## config.mk

```make
export PLATFORM = sky130hd
export DESIGN_NAME = pwr_cntr_bank
export DESIGN_NICKNAME = d
export VERILOG_FILES = /design/src/rtl/pwr_pkg.sv /design/src/rtl/pwr_sat_add.sv /design/src/rtl/pwr_cntr_bank.sv
export SDC_FILE = /design/constraint.sdc
export NUM_CORES = 1
export LEC_CHECK = 0
export CORE_UTILIZATION = 56
export DETAILED_ROUTE_END_ITERATION = 7
export GPL_TIMING_DRIVEN = 0
export MAX_ROUTING_LAYER = met4
export PLACE_DENSITY = 0.74
export SLEW_MARGIN = 20
export SYNTH_ARGS = -nofsm -noshare
export SYNTH_HDL_FRONTEND = slang
export SYNTH_SLANG_ARGS = --single-unit
```

## constraint.sdc

```tcl
create_clock -name clk -period 3.34 [get_ports clk]
set_input_delay 0.668 -clock clk [delete_from_list [all_inputs] [get_ports clk]]
set_output_delay 0.668 -clock clk [all_outputs]
set_load 0.01 [all_outputs]
```

## src/rtl/pwr_pkg.sv

```systemverilog
// Shared constants and FSM state type for the power-counter bank.
package pwr_pkg;

  localparam int unsigned PWR_N_CNTR = 8;
  localparam int unsigned PWR_CNT_W  = 16;
  localparam int unsigned PWR_W_W    = 4;

  typedef enum logic [1:0] {
    ST_IDLE    = 2'd0,
    ST_LOAD    = 2'd1,
    ST_PRESENT = 2'd2,
    ST_DONE    = 2'd3
  } pwr_state_e;

endpackage

```

## src/rtl/pwr_sat_add.sv

```systemverilog
// Saturating accumulator adder: CNT_W accumulator plus a W_W weight.
// sat_o flags that the true sum did not fit and was clamped to all-ones.
module pwr_sat_add #(
  parameter int unsigned CNT_W = 16,
  parameter int unsigned W_W   = 4
) (
  input  logic [CNT_W-1:0] acc_i,
  input  logic [W_W-1:0]   add_i,
  output logic [CNT_W-1:0] sum_o,
  output logic             sat_o
);

  logic [CNT_W:0] wide_s;

  assign wide_s = {1'b0, acc_i} + (CNT_W+1)'(add_i);
  assign sat_o  = wide_s[CNT_W];
  assign sum_o  = sat_o ? {CNT_W{1'b1}} : wide_s[CNT_W-1:0];

endmodule

```

## src/rtl/pwr_cntr_bank.sv

```systemverilog
// Bank of saturating power counters fed by weighted toggle events, with a
// ready/valid readout scan that can clear each counter as it is read.
module pwr_cntr_bank
  import pwr_pkg::*;
#(
  parameter int unsigned N_CNTR      = PWR_N_CNTR,
  parameter int unsigned CNT_W       = PWR_CNT_W,
  parameter int unsigned W_W         = PWR_W_W,
  parameter int unsigned CLR_ON_READ = 1,
  localparam int unsigned IDX_W      = (N_CNTR > 1) ? $clog2(N_CNTR) : 1
) (
  input  logic             clk,
  input  logic             reset_L,
  input  logic             ev_valid,
  input  logic [IDX_W-1:0] ev_idx,
  input  logic [W_W-1:0]   ev_weight,
  input  logic             start,
  output logic             rd_valid,
  input  logic             rd_ready,
  output logic [IDX_W-1:0] rd_idx,
  output logic [CNT_W-1:0] rd_data,
  output logic             rd_last,
  output logic             busy,
  output logic             ovf
);

  localparam logic [IDX_W-1:0] LAST_IDX = IDX_W'(N_CNTR - 1);

  pwr_state_e       state_q, state_d;
  logic [IDX_W-1:0] idx_q, idx_d;
  logic [CNT_W-1:0] rd_data_q, rd_data_d;
  logic             rd_valid_q, rd_valid_d;
  logic             rd_last_q, rd_last_d;
  logic             busy_q, busy_d;
  logic             ovf_q, ovf_d;
  logic [CNT_W-1:0] cnt_q [N_CNTR];

  logic             ev_hit_s;
  logic [IDX_W-1:0] ev_sel_s;
  logic [CNT_W-1:0] acc_s;
  logic [CNT_W-1:0] sum_s;
  logic             sat_s;
  logic             accept_s;
  logic             clr_s;
  logic             sat_eff_s;

  assign ev_hit_s = ev_valid && ({1'b0, ev_idx} < (IDX_W+1)'(N_CNTR));
  assign ev_sel_s = ev_hit_s ? ev_idx : {IDX_W{1'b0}};
  assign acc_s    = cnt_q[ev_sel_s];
  assign accept_s = (state_q == ST_PRESENT) && rd_ready;
  assign clr_s    = accept_s && (CLR_ON_READ != 0);
  // A clear-on-read of the event's own counter replaces the sum, so no saturation occurs.
  assign sat_eff_s = ev_hit_s && sat_s && !(clr_s && (ev_sel_s == idx_q));

  pwr_sat_add #(
    .CNT_W (CNT_W),
    .W_W   (W_W)
  ) u_sat_add (
    .acc_i (acc_s),
    .add_i (ev_weight),
    .sum_o (sum_s),
    .sat_o (sat_s)
  );

  // Counter array: event accumulation, clear-on-read keeps a same-cycle event.
  always_ff @(posedge clk or negedge reset_L) begin
    if (!reset_L) begin
      for (int i = 0; i < N_CNTR; i++) begin
        cnt_q[i] <= {CNT_W{1'b0}};
      end
    end else begin
      for (int i = 0; i < N_CNTR; i++) begin
        if (clr_s && (idx_q == IDX_W'(i))) begin
          cnt_q[i] <= (ev_hit_s && (ev_sel_s == IDX_W'(i))) ? CNT_W'(ev_weight) : {CNT_W{1'b0}};
        end else if (ev_hit_s && (ev_sel_s == IDX_W'(i))) begin
          cnt_q[i] <= sum_s;
        end
      end
    end
  end

  // Scan FSM state and registered readout outputs.
  always_ff @(posedge clk or negedge reset_L) begin
    if (!reset_L) begin
      state_q    <= ST_IDLE;
      idx_q      <= {IDX_W{1'b0}};
      rd_data_q  <= {CNT_W{1'b0}};
      rd_valid_q <= 1'b0;
      rd_last_q  <= 1'b0;
      busy_q     <= 1'b0;
      ovf_q      <= 1'b0;
    end else begin
      state_q    <= state_d;
      idx_q      <= idx_d;
      rd_data_q  <= rd_data_d;
      rd_valid_q <= rd_valid_d;
      rd_last_q  <= rd_last_d;
      busy_q     <= busy_d;
      ovf_q      <= ovf_d;
    end
  end

  // Next-state and next-output decode for the readout scan.
  always_comb begin
    state_d    = state_q;
    idx_d      = idx_q;
    rd_data_d  = rd_data_q;
    rd_valid_d = rd_valid_q;
    rd_last_d  = rd_last_q;
    busy_d     = busy_q;
    ovf_d      = ovf_q | sat_eff_s;
    case (state_q)
      ST_IDLE: begin
        if (start) begin
          state_d = ST_LOAD;
          idx_d   = {IDX_W{1'b0}};
          busy_d  = 1'b1;
          ovf_d   = sat_eff_s;
        end else begin
          state_d = ST_IDLE;
        end
      end
      ST_LOAD: begin
        // Capture the pre-event value; a same-cycle event stays in the counter.
        rd_data_d  = cnt_q[idx_q];
        rd_last_d  = (idx_q == LAST_IDX);
        rd_valid_d = 1'b1;
        state_d    = ST_PRESENT;
      end
      ST_PRESENT: begin
        if (rd_ready) begin
          rd_valid_d = 1'b0;
          rd_last_d  = 1'b0;
          if (idx_q == LAST_IDX) begin
            state_d = ST_DONE;
            busy_d  = 1'b0;
          end else begin
            idx_d   = idx_q + IDX_W'(1);
            state_d = ST_LOAD;
          end
        end else begin
          state_d = ST_PRESENT;
        end
      end
      ST_DONE: begin
        state_d = ST_IDLE;
        idx_d   = {IDX_W{1'b0}};
      end
      default: begin
        state_d    = ST_IDLE;
        rd_valid_d = 1'b0;
        rd_last_d  = 1'b0;
        busy_d     = 1'b0;
      end
    endcase
  end

  assign rd_valid = rd_valid_q;
  assign rd_idx   = idx_q;
  assign rd_data  = rd_data_q;
  assign rd_last  = rd_last_q;
  assign busy     = busy_q;
  assign ovf      = ovf_q;

endmodule
```

-- Word level (Yosys, flattened, before mapping)
Index checks and enable logic that the tools add are counted.
- flip-flop bits (word level): 153
- input port bits: 12
- output and inout port bits: 23
- logic and storage cells: 131
- add/sub/neg operators: 2
- $lt $le $gt $ge: 2
- equal/unequal tests: 22
- mux-type cells: 49
- bitwise operators: 3
- reductions and logical operators: 38
- operator list (kind ; number):
    $mux 16 ; 21
    $bmux 16 s3 ; 2
    $mux 4 ; 8
    $eq 3x3->1 const B ; 8
    $logic_and 1x1->1 ; 20
    $reduce_bool 2->1 ; 10
    $add 16x4->17 ; 1
    $eq 3x2->1 const B ; 4
    $mux 3 ; 4
    $pmux 3 s3 ; 1
    $ge 4x4->1 const B ; 2
    $not 3->4 ; 2
    $pmux 2 s4 ; 1
    $reduce_and 4->1 ; 2
    $mux 1 ; 7
    $eq 3x1->1 const B ; 2
    $logic_not 3->1 ; 2
    $ne 2x2->1 const B ; 3
    $pmux 1 s2 ; 3
    $eq 2x2->1 const B ; 2
    $mux 2 ; 2
    $add 3x1->3 const B ; 1
    $eq 3x3->1 ; 1
    $reduce_bool 3->1 ; 1
    other kinds (6) ; 6

-- Longest topological paths before layout
Gate-level depths: netlist of run 1.
- depth in word-level cells: 11
- depth in mapped cells: 18
- gate-level depth less buffers: 14

-- Hierarchy
A second synthesis of run 1 with hierarchy kept.
- cells, all modules: 1008
- area, all modules: 9446.6 um2
- modules (own cells, without submodules) (module ; times used ; cells each ; area each (um2) ; seq. area each (um2)):
    pwr_cntr_bank ; 1 ; 931 ; 8938.6 ; 3828.7
    pwr_sat_add ; 1 ; 77 ; 508.0 ; 0.0

-- Least setup slack after synthesis of run 1
Ideal clock, no wire load.
- path type: input to register
- from: input port ev_idx[0]
- to: register cnt_q[118] (netlist bit)
- library setup time: 0.139 ns
- arrival: 4.153 ns
- required time: 3.201 ns
- slack: -0.952 ns
- stages: 17
- buffers on the path: 5
- path through: buf_4 buf_4 clkbuf_1 buf_1 mux2i_1 a21oi_1 a21oi_1 a32oi_1 ha_1 fa_1 a21o_1 a21oi_1 nor4_1 and4_1 buf_4 a21oi_1 a21oi_1
- longest elaborated chain between the ends: 9
- elaborated cells between the ends (all ways): 12
- those cells by class: 1 x add/sub; 7 x mux; 1 x bitwise; 3 x reduce/logical
- RTL lines (what ; line ; source):
    start: declaration ; pwr_cntr_bank.sv:15 ; input logic [IDX_W-1:0] ev_idx,
    $mux 3 (*) ; pwr_cntr_bank.sv:48 ; assign ev_sel_s = ev_hit_s ? ev_idx : {IDX_W{1'b0}};
    $not 3->4 (not written as such) ; pwr_cntr_bank.sv:49 ; assign acc_s = cnt_q[ev_sel_s];
    $bmux 16 s3 ; pwr_cntr_bank.sv:49 ;
    $mux 16 (not written as such) (2 in series) ; pwr_cntr_bank.sv:49 ;
    $add 16x4->17 ; pwr_sat_add.sv:15 ; assign wide_s = {1'b0, acc_i} + (CNT_W+1)'(add_i);
    $mux 16 ; pwr_sat_add.sv:17 ; assign sum_o = sat_o ? {CNT_W{1'b1}} : wide_s[CNT_W-1:0];
    $mux 16 ; pwr_cntr_bank.sv:75 ; end else if (ev_hit_s && (ev_sel_s == IDX_W'(i))) begin
    $mux 16 ; pwr_cntr_bank.sv:73 ; if (clr_s && (idx_q == IDX_W'(i))) begin
    end signal: indexed assignment ; pwr_cntr_bank.sv:69 ; cnt_q[i] <= {CNT_W{1'b0}};
    end signal: indexed assignment ; pwr_cntr_bank.sv:74 ; cnt_q[i] <= (ev_hit_s && (ev_sel_s == IDX_W'(i))) ? CNT_W'(ev_weight) : {CNT_W{1'b0}};
    end signal: indexed assignment ; pwr_cntr_bank.sv:76 ; cnt_q[i] <= sum_s;
    end: declaration ; pwr_cntr_bank.sv:36 ; logic [CNT_W-1:0] cnt_q [N_CNTR];
Mark *: on every way between the ends. The rest lies on a longest branch, timed or not. The select of a mux whose other input is x is not followed.
A chain may end at the register's enable or synchronous reset.

-- Final worst setup path of run 1
- from: input port ev_valid
- to: register cnt_q[8] (netlist bit)
- longest elaborated chain between the ends: 9
- elaborated cells between the ends (all ways): 12
- those cells by class: 1 x add/sub; 1 x eq/ne; 7 x mux; 1 x bitwise; 2 x reduce/logical
- RTL lines (what ; line ; source):
    start: declaration ; pwr_cntr_bank.sv:14 ; input logic ev_valid,
    $mux 3 ; pwr_cntr_bank.sv:48 ;
    $not 3->4 (not written as such) ; pwr_cntr_bank.sv:49 ;
    $bmux 16 s3 ; pwr_cntr_bank.sv:49 ;
    $mux 16 (not written as such) (2 in series) ; pwr_cntr_bank.sv:49 ;
    $add 16x4->17 ; pwr_sat_add.sv:15 ;
    $mux 16 ; pwr_sat_add.sv:17 ;
    $mux 16 ; pwr_cntr_bank.sv:75 ;
    $mux 16 ; pwr_cntr_bank.sv:73 ;
Several ways; a longest one is shown, not always the timed one. The select of a mux whose other input is x is not followed.

==> results of run 1 <==
==> flip-flops by register name (all words and copies together) (netlist names) <==
| signal | flops |
|---|---|
| cnt_q | 128 |
| rd_idx | 3 |
| ovf | 1 |
| rd_valid | 1 |
| busy | 1 |
| rd_last | 1 |
| state_q | 2 |
| rd_data | 16 |
==> area by class of cell <==
class                      count  area [µm²]
multi-input combinational    658        5090
fill                        1133        4370
sequential                   153        3830
timing repair buffer          68         681
buffer                        73         462
clock buffer                  18         439
tap                          211         264
clock inverter                12         200
inverter                       6        27.5
==> cells by family after synthesis <==
logic type	Yosys count	share of synthesized area [%]
xor gates and xnor gates	10	0.981
and+or+nand+nor	190	10.4
muxes	89	16.3
buffers and inverters	83	4.26
DFF	153	42.9
adders and majority gates	11	1.63
AOI/OAI and AO/OA	358	23.6
==> metrics by stage <==
step	instances	instance area (µm²)
4_1_cts	1195	10800
2_1_floorplan	894	9090
6_report	1199	11000
5_1_grt	1199	11000
3_3_place_gp	1138	9680
3_5_place_dp	1139	9720
==> where the power goes <==
| part | total, mW | internal [mW] | switching, mW |
|---|---|---|---|
| Sequential | 3.31 | 2.66 | 0.644 |
| Combinational | 4.30 | 1.98 | 2.32 |
| Clock | 2.13 | 1.34 | 0.798 |
| Total | 9.74 | 5.98 | 3.76 |
==> cell usage in the layout (no fill, tap or decap), types with 6 or more instances in the layout <==
cell,n
nor3_2,11
mux4_2,43
clkdlybuf4s50_1,29
a21o_1,15
o21ai_1,16
a21oi_2,13
buf_1,6
clkbuf_16,19
mux2i_1,40
nor3b_1,12
o211ai_1,8
a21oi_4,8
ha_1,9
a22oi_1,9
nor2_1,28
a2bb2oi_1,10
nand3_1,12
nand2_1,71
buf_6,8
a31oi_1,25
buf_12,6
nor3_1,9
clkbuf_1,41
o21ai_0,141
a21oi_1,74
a211oi_1,7
and3_1,7
dfrtp_1,153
buf_4,35
==> routing by layer <==
| metal | global-route usage, % | wire length (µm) | vias up |
|---|---|---|---|
| met5 | - | 0 | - |
| met4 | 26.2 | 2270 | 0 |
| met3 | 10.3 | 3540 | 176 |
| met2 | 62.0 | 14500 | 689 |
| met1 | 55.0 | 12100 | 4183 |
| li1 | - | - | 3539 |
==> synthesized netlist by cell type (6+ instances only) <==
| cell type | instances | share of area [%] |
|---|---|---|
| dfrtp_1 | 153 | 43 |
| buf_2 | 9 | 0.50 |
| a21o_1 | 15 | 1.3 |
| a31oi_1 | 25 | 1.8 |
| xnor2_1 | 6 | 0.59 |
| clkbuf_1 | 51 | 2.1 |
| a211oi_1 | 8 | 0.67 |
| mux2i_1 | 40 | 4.5 |
| nand2_1 | 74 | 3.1 |
| o211ai_1 | 8 | 0.67 |
| o22ai_1 | 6 | 0.42 |
| o21ai_1 | 11 | 0.62 |
| ha_1 | 10 | 1.4 |
| nand3_1 | 19 | 1.1 |
| mux4_2 | 43 | 11 |
| a2bb2oi_1 | 10 | 0.98 |
| buf_1 | 8 | 0.34 |
| o21ai_0 | 147 | 8.2 |
| nor2_1 | 29 | 1.2 |
| nor3b_1 | 12 | 1.0 |
| and3_1 | 7 | 0.49 |
| a21oi_1 | 93 | 5.2 |
| nor3_1 | 20 | 1.1 |
| a22oi_1 | 9 | 0.76 |
==> worst max-delay path by stage <==
stage	endpoint	slack [ns]	depth (start not counted)
final	cnt_q[8]	-0.13	13
after global routing	cnt_q[72]	-0.16	16
after CTS	cnt_q[24]	0.0001	15
after detailed placement	cnt_q[44]	-1.87	14
after global placement	cnt_q[88]	-4.73	1
after floorplan	cnt_q[120]	-0.28	16
==> critical path, delay by kind of cell <==
family	cells	cell delay [ns]
AND/OR/NAND/NOR	2	0.97
adder cells (fa/ha/maj)	2	0.45
buffers and inverters	4	0.86
AO/OA/AOI/OAI	5	0.79
==> what timing repair did <==
action,4_1_cts,5_1_grt
hold buffers,0,0
cloned,1,0
resized for setup,63,45
pin swaps,20,25
buffers inserted,28,5
endpoints found under the setup margin,129,108
==> run metrics, run 1 <==
RSZ-0062 raised after global routing true; ant diodes 0; EDFF count, synth 0; synthesized instance count 894; Max Cap Viol 0; worst slew pin tran 1.01 ns; Worst slew margin 32.5%; DIE AREA 0.0164 mm²; Rows 45; data required time of the worst path 3.62 ns; die width 128 µm; routed wire length 32.5 mm; CP arrival 3.76 ns; Clock Pin Slew Worst Setup and Hold Paths 0.06 ns; Clock Root Buffer clkbuf_16; Lkg Pwr 4.40 nW; Fin Hold WS 0.184 ns; global-route wire length before repair 49.9 mm; r2r endpoint cnt_q[123]; share of layout cells above drive strength 1 22.2%; DR iter-0 viols 1261; clk buf depth 2; PortBufs 33; antenna violations before repair 0; Net Count, Synth 917; Final Cycle Share 104%; FF+latch count, synth 153; clock latency on the worst-skew pair 0.44 ns; largest stage delay on the critical path 0.61 ns; pre-CTS WS -1.87 ns; Final Hold Vio Count 0; Crit. End Element register; vias per cell 7.16; Final setup viols 54; YS warnings 0; distinct cell type count after synthesis 62; Power, Total 9.74 mW; routed len/inst 27.1 µm; R2R Path Start cnt_q[64]; FF-to-FF path depth 16; Slew Viols, Final 0; GP Congestion 0.995; core area 0.0154 mm²; Final nets 1000; min Tclk post-route 3.47 ns; vias after detailed routing 8587; Main synth FF type dfrtp_1; CP startpoint kind input port; pin count of the biggest net entering global routing 86; critical path cell sequence buf_4 -> clkbuf_2 -> clkbuf_4 -> a32oi_2 -> ha_2 -> fa_2 -> a21o_1 -> a21oi_4 -> or4_4 -> or3_4 -> a21oi_4 -> buf_12 -> a21oi_1; TNS Setup -1.86 ns; # IOs 35; Detailed Routing Iterations Pass 1 5; # H-tree levels 4; P&R area growth vs syn 23.2%; Crit path top cell by count a21oi_4; setup ws final -0.133 ns; Async S/R FF share, synth 100%; Overflow after GRT 0; pwr/cell area 886 mW/mm²; Setup crit start ev_valid; GRT Overall Usage 43.0%; maximum VDD drop 0.684 mV; Die Y-Extent 128 µm; final core utilization 71.5%; Num CTS Buffers 17; WS Path Type input port to register; register area share after synthesis 42.9%; initial core utilization 58.1%; r2r setup slk 0.04 ns; hold crit path type input port to async pin; drc violations 0; Post-DP HPWL 21.4 mm; status finished with violations; FMAX 288 MHz; worst-path fanout max 10; failing checks setup timing; Fin Clk Skew 0.0125 ns; Worst path slowest cell or4_4; CTS tree yes; Mapped Area 0.00892 mm²; Avg Synthesized Cell Area 9.98 µm²; Clock Sinks 153; vias in the first global route 8504; post-route ant nets 0
Power figures use the tool's default switching activity.
==> run 2, diff against run 1 <==
--- a/config.mk
+++ b/config.mk
@@ -5,11 +5,10 @@
 export SDC_FILE = /design/constraint.sdc
 export NUM_CORES = 1
 export LEC_CHECK = 0
-export CORE_UTILIZATION = 56
+export CORE_UTILIZATION = 40
 export DETAILED_ROUTE_END_ITERATION = 7
 export GPL_TIMING_DRIVEN = 0
 export MAX_ROUTING_LAYER = met4
-export PLACE_DENSITY = 0.74
 export SLEW_MARGIN = 20
 export SYNTH_ARGS = -nofsm -noshare
 export SYNTH_HDL_FRONTEND = slang
==> run metrics, run 2 (synthesis gave the netlist of run 1 again) <==
Post-Place Cells 1208 (+6.1%); Detailed Routing Iterations Pass 1 5 (unchanged); Lkg Pwr 4.33 nW (-1.6%); vias after detailed routing 8257 (-3.8%); Critical Path End cnt_q[8]; CP arrival 3.76 ns (about the same); r2r setup slk 0.08 ns (+0.04 ns); PortBufs 33 (unchanged); GRT Overall Usage 30.7% (-12 points); Final nets 996 (-0.40%); failing checks setup timing; largest reg by FF count cnt_q; # H-tree levels 4 (unchanged); Clock Root Buffer clkbuf_16; worst-path fanout max 7 (-3); Clock Sinks 153 (unchanged); dpl cell area 0.00980 mm² (+0.89%); Max Cap Viol 0 (unchanged); maximum VDD drop 0.366 mV (-46%); WS Path Type input port to register; core area 0.0218 mm² (+42%); Post-DP HPWL 22.4 mm (+4.8%); Clock Pin Slew Worst Setup and Hold Paths 0.07 ns (about the same); Slew Viols, Final 0 (unchanged); initial core utilization 40.9% (-17 points); ant diodes 0 (unchanged); register area 0.00383 mm² (unchanged); vias per cell 6.52 (-8.9%); P&R area growth vs syn 22.7%; DIE AREA 0.0229 mm² (+39%); Fin Clk Skew 0.0121 ns (-0.000364 ns); final instance area 0.0110 mm² (-0.40%); global-route wire length before repair 49.2 mm (-1.4%); commonest non-fill, non-tap cell in the layout dfrtp_1; max reg flops 128 (unchanged); R2R Path Start cnt_q[66]; share of layout cells above drive strength 1 21.2% (-0.97 points); drc violations 0 (unchanged); status finished with violations; CP startpoint kind input port; Final Hold Vio Count 0 (unchanged); FF-to-FF path depth 13 (-3); # IOs 35 (unchanged); Final setup viols 45 (-17%); die width 151 µm (+18%); Die Y-Extent 151 µm (+18%); Rows 54 (+20%); Crit. End Element register; min Tclk post-route 3.44 ns (-0.0289 ns); pwr/cell area 873 mW/mm² (-1.4%); fillcell total 1990 (+76%); antenna violations before repair 0 (unchanged); pin count of the biggest net entering global routing 94 (+9.3%); Post-CTS Hold Buffers 0 (unchanged); r2r endpoint cnt_q[8]; Num CTS Buffers 17 (unchanged); DR iter-0 viols 903 (-28%); Worst slew margin 31.6% (-0.93 points); Final Cycle Share 103% (-0.86 points); worst slew pin tran 1.03 ns (+0.0176 ns); vias in the first global route 8029 (-5.6%); final std cells w/o fill 1266 (+5.6%); most frequent cells in the layout dfrtp_1 (153), o21ai_0 (142), a21oi_1 (77); post-route ant nets 0 (unchanged); hold crit path type input port to async pin; setup ws final -0.104 ns (+0.0289 ns); clk buf depth 2 (unchanged); GP Congestion 0.948 (-4.7%); Overflow after GRT 0 (unchanged); Setup crit start ev_idx[0]; routed wire length 32.4 mm (-0.17%); CTS tree yes; clock latency on the worst-skew pair 0.45 ns (about the same); FMAX 290 MHz (+0.84%); routed len/inst 25.6 µm (-5.4%); Power, Total 9.56 mW (-1.8%); Multi-input gate area 0.00506 mm² (-0.59%); data required time of the worst path 3.65 ns (+0.03 ns); RSZ-0062 raised after global routing true
==> run 2: cell count changes in the layout (fill, tap and decap cells not counted), moves of 3 or more <==
| cell | previous run | this run |
|---|---|---|
| buf_4 | 35 | 27 |
| a21oi_1 | 74 | 77 |
| inv_8 | 0 | 5 |
| inv_6 | 0 | 3 |
| buf_8 | 3 | 6 |
| bufinv_16 | 5 | 0 |
| nand3_1 | 12 | 16 |
==> run 2: through the flow <==
stage	utilization (%)	setup WS (ns)	TNS (ns)	hold slack, ns
after floorplan	-	-0.282	-26.41	0.372
after global placement	44.8	-4.97	-979.09	0.455
after detailed placement	44.9	-2.01	-227.28	0.457
after CTS	49.2	0.00395	0	0.176
after global routing	50.2	-0.148	-5.86	0.196
final	50.2	-0.104	-1.71	0.151
==> run 2: worst min path at each step <==
stage / from / to / slack, ns / cells after the start
floorplan: reset_L / busy / 0.37 / 0
global placement: state_q[0] / state_q[0] / 0.46 / 1
detailed placement: state_q[0] / state_q[0] / 0.46 / 1
CTS: reset_L / rd_data[15] / 0.18 / 1
global route: reset_L / rd_data[15] / 0.20 / 1
finish: reset_L / rd_data[15] / 0.15 / 1
==> run 2: worst max-delay path, cell delays in order <==
cell	delay, ns
buf_6	0.11
buf_12	0.14
buf_12	0.13
mux2i_2	0.16
a21oi_4	0.16
a21oi_2	0.08
a32oi_2	0.18
ha_2	0.24
fa_2	0.21
a21o_1	0.17
a21oi_4	0.12
or4_4	0.64
or3_4	0.37
a21oi_4	0.17
buf_6	0.14
a21oi_1	0.06
==> run 2: report_power, final <==
group / switching (mW) / leakage (nW) / internal (mW)
Sequential: 0.649 / 1.79 / 2.66
Clock: 0.918 / 0.268 / 0.985
Combinational: 2.33 / 2.28 / 2.02
==> run 2: cell type report <==
type,instances,area share [%]
inverters,6,0.274
flip-flops and latches,153,35.0
clock buffers,18,3.92
well taps,280,3.20
repair buffers,63,5.71
multi-input cells,658,46.2
clock inverters,14,1.25
plain buffers,74,4.46
==> run 2: what timing repair did <==
| item | CTS | global route |
|---|---|---|
| buffers inserted | 19 | 10 |
| setup endpoints to repair | 129 | 119 |
| pin swaps | 18 | 16 |
| gates resized for setup | 71 | 30 |
==> run 2: layer usage <==
metal / share of wire, % / vias up / global-route usage [%]
li1: - / 3535 / -
met1: 41 / 4138 / 40.7
met2: 46 / 473 / 45.6
met3: 8.1 / 111 / 4.85
met4: 4.7 / 0 / 14.8
met5: 0 / - / -
==> run 3, diff against run 2 <==
--- a/config.mk
+++ b/config.mk
@@ -5,11 +5,11 @@
 export SDC_FILE = /design/constraint.sdc
 export NUM_CORES = 1
 export LEC_CHECK = 0
+export CORE_ASPECT_RATIO = 2
 export CORE_UTILIZATION = 40
 export DETAILED_ROUTE_END_ITERATION = 7
 export GPL_TIMING_DRIVEN = 0
 export MAX_ROUTING_LAYER = met4
-export SLEW_MARGIN = 20
 export SYNTH_ARGS = -nofsm -noshare
 export SYNTH_HDL_FRONTEND = slang
 export SYNTH_SLANG_ARGS = --single-unit
==> run metrics, run 3 (synthesis gave the netlist of run 1 again) <==
ant diodes 0 (unchanged); core area 0.0220 mm² (+0.65%); die width 108 µm (-29%); Post-Place Cells 1204 (-0.33%); failing checks setup timing; global-route wire length before repair 53.6 mm (+8.9%); share of layout cells above drive strength 1 20.5% (-0.65 points); critical path cell sequence buf_12 -> buf_4 -> o21a_4 -> buf_6 -> a2bb2oi_1 -> a22oi_1 -> nor3_1 -> nand4_1 -> nand3_1 -> a21oi_1; Clock Pin Slew Worst Setup and Hold Paths 0.07 ns (about the same); clock latency on the worst-skew pair 0.46 ns (about the same); Final setup viols 50 (+11%); Clock Sinks 153 (unchanged); commonest non-fill, non-tap cell in the layout dfrtp_1; DIE AREA 0.0229 mm² (+0.16%); routed wire length 36.2 mm (+12%); # H-tree levels 4 (unchanged); DR iter-0 viols 681 (-25%); vias after detailed routing 8207 (-0.61%); clk buf depth 2 (unchanged); max reg flops 128 (unchanged); FMAX 287 MHz (-1.0%); P&R area growth vs syn 22.0%; pwr/cell area 902 mW/mm² (+3.3%); RSZ-0062 raised after global routing true; GP Congestion 1.03 (+8.6%); antenna violations before repair 0 (unchanged); # IOs 35 (unchanged); Power, Total 9.82 mW (+2.7%); Lkg Pwr 4.32 nW (-0.32%); setup ws final -0.139 ns (-0.0350 ns); most frequent cells in the layout dfrtp_1 (153), o21ai_0 (142), a21oi_1 (73); initial core utilization 40.6% (-0.27 points); Post-CTS Hold Buffers 0 (unchanged); Worst slew margin 31.8% (+0.25 points); data required time of the worst path 3.67 ns (+0.02 ns); r2r setup slk 0.10 ns (+0.02 ns); Detailed Routing Iterations Pass 1 5 (unchanged); largest reg by FF count cnt_q; CP Buf/Inv Count 3 (-1); Overflow after GRT 0 (unchanged); Crit. End Element register; Largest delay share family, worst path simple AND/OR/NAND/NOR gates; routed len/inst 28.7 µm (+12%); PortBufs 33 (unchanged); CP startpoint kind input port; Num CTS Buffers 17 (unchanged); CTS tree yes; status finished with violations; pin count of the biggest net entering global routing 88 (-6.4%); Post-DP HPWL 25.8 mm (+15%); Max Cap Viol 0 (unchanged); worst slew pin tran 1.02 ns (-0.00756 ns); Clock Root Buffer clkbuf_16; Die Y-Extent 213 µm (+41%); Final Cycle Share 104% (+1.0 points); vias per cell 6.52 (about the same); Slew Viols, Final 0 (unchanged); worst-path fanout max 11 (+4); drc violations 0 (unchanged); min Tclk post-route 3.48 ns (+0.0350 ns); WS Path Type input port to register; final std cells w/o fill 1259 (-0.55%); hold crit path type input port to async pin; Final Hold Vio Count 0 (unchanged); Final nets 993 (-0.30%); Worst path slowest cell nand4_1; Fin Clk Skew 0.0118 ns (-0.000383 ns); GRT Overall Usage 34.4% (+3.7 points); largest stage delay on the critical path 0.71 ns (+0.07 ns); vias in the first global route 8230 (+2.5%); post-route ant nets 0 (unchanged); maximum VDD drop 0.447 mV (+22%); CP arrival 3.80 ns (+0.04 ns); Rows 77 (+43%)
==> run 3: changes by cell type in the layout (fill, tap and decap cells not counted), sizes merged, moves of 2 or more <==
| cell | change |
|---|---|
| buf | -7 |
| bufinv | +2 |
| clkbuf | +5 |
| inv | -3 |
==> run 3: power by group <==
group | switching (mW) | total, mW | internal [mW]
combinational | 2.50 | 4.48 | 1.98
clock | 0.850 | 2.02 | 1.17
sequential | 0.652 | 3.32 | 2.66
==> run 3: stage by stage <==
| step | utilization [%] | setup WS (ns) | hold slack (ns) | TNS (ns) | area, µm² |
|---|---|---|---|---|---|
| 6_report | 49.6 | -0.139 | 0.147 | -2.48 | 10900 |
| 5_1_grt | 49.6 | -0.186 | 0.223 | -10.84 | 10900 |
| 4_1_cts | 48.9 | -0.0777 | 0.184 | -0.576 | 10700 |
| 3_5_place_dp | 44.6 | -2.13 | 0.470 | -243.28 | 9800 |
| 3_3_place_gp | 44.5 | -4.94 | 0.449 | -996.14 | 9770 |
| 2_1_floorplan | - | -0.282 | 0.372 | -26.41 | 9090 |
==> run 3: cell type report <==
class                   instances  area, µm²
plain buffers                  73        442
clock buffers                  21        470
well taps                     276        345
inverters                       6       27.5
clock inverters                11        133
repair buffers                 61        633
flip-flops and latches        153       3830
fillers                      2053      11100
multi-input cells             658       5010
==> run 3: timing repair <==
action,4_1_cts,5_1_grt
hold endpoints to repair,0,0
gates resized for setup,66,22
setup buffers,21,5
gates cloned,1,0
endpoints found under the setup margin,129,115
pin swaps,21,20
==> run 3: worst paths after layout <==
check,from,endpoint,cells past startpoint
setup / recovery,ev_idx[0],cnt_q[14],10
hold / removal,reset_L,rd_data[1],1
setup reg to reg,cnt_q[64],cnt_q[59],16
hold reg to reg,rd_data[3],rd_data[3],2
max in group asynchronous,reset_L,cnt_q[71],2
min in group clk,rd_data[3],rd_data[3],2
==> run 3: routing by layer <==
metal	track usage, %	share of wire [%]
met3	5.10	5.0
met4	29.6	10
met5	-	0
met2	57.9	52
met1	34.3	33
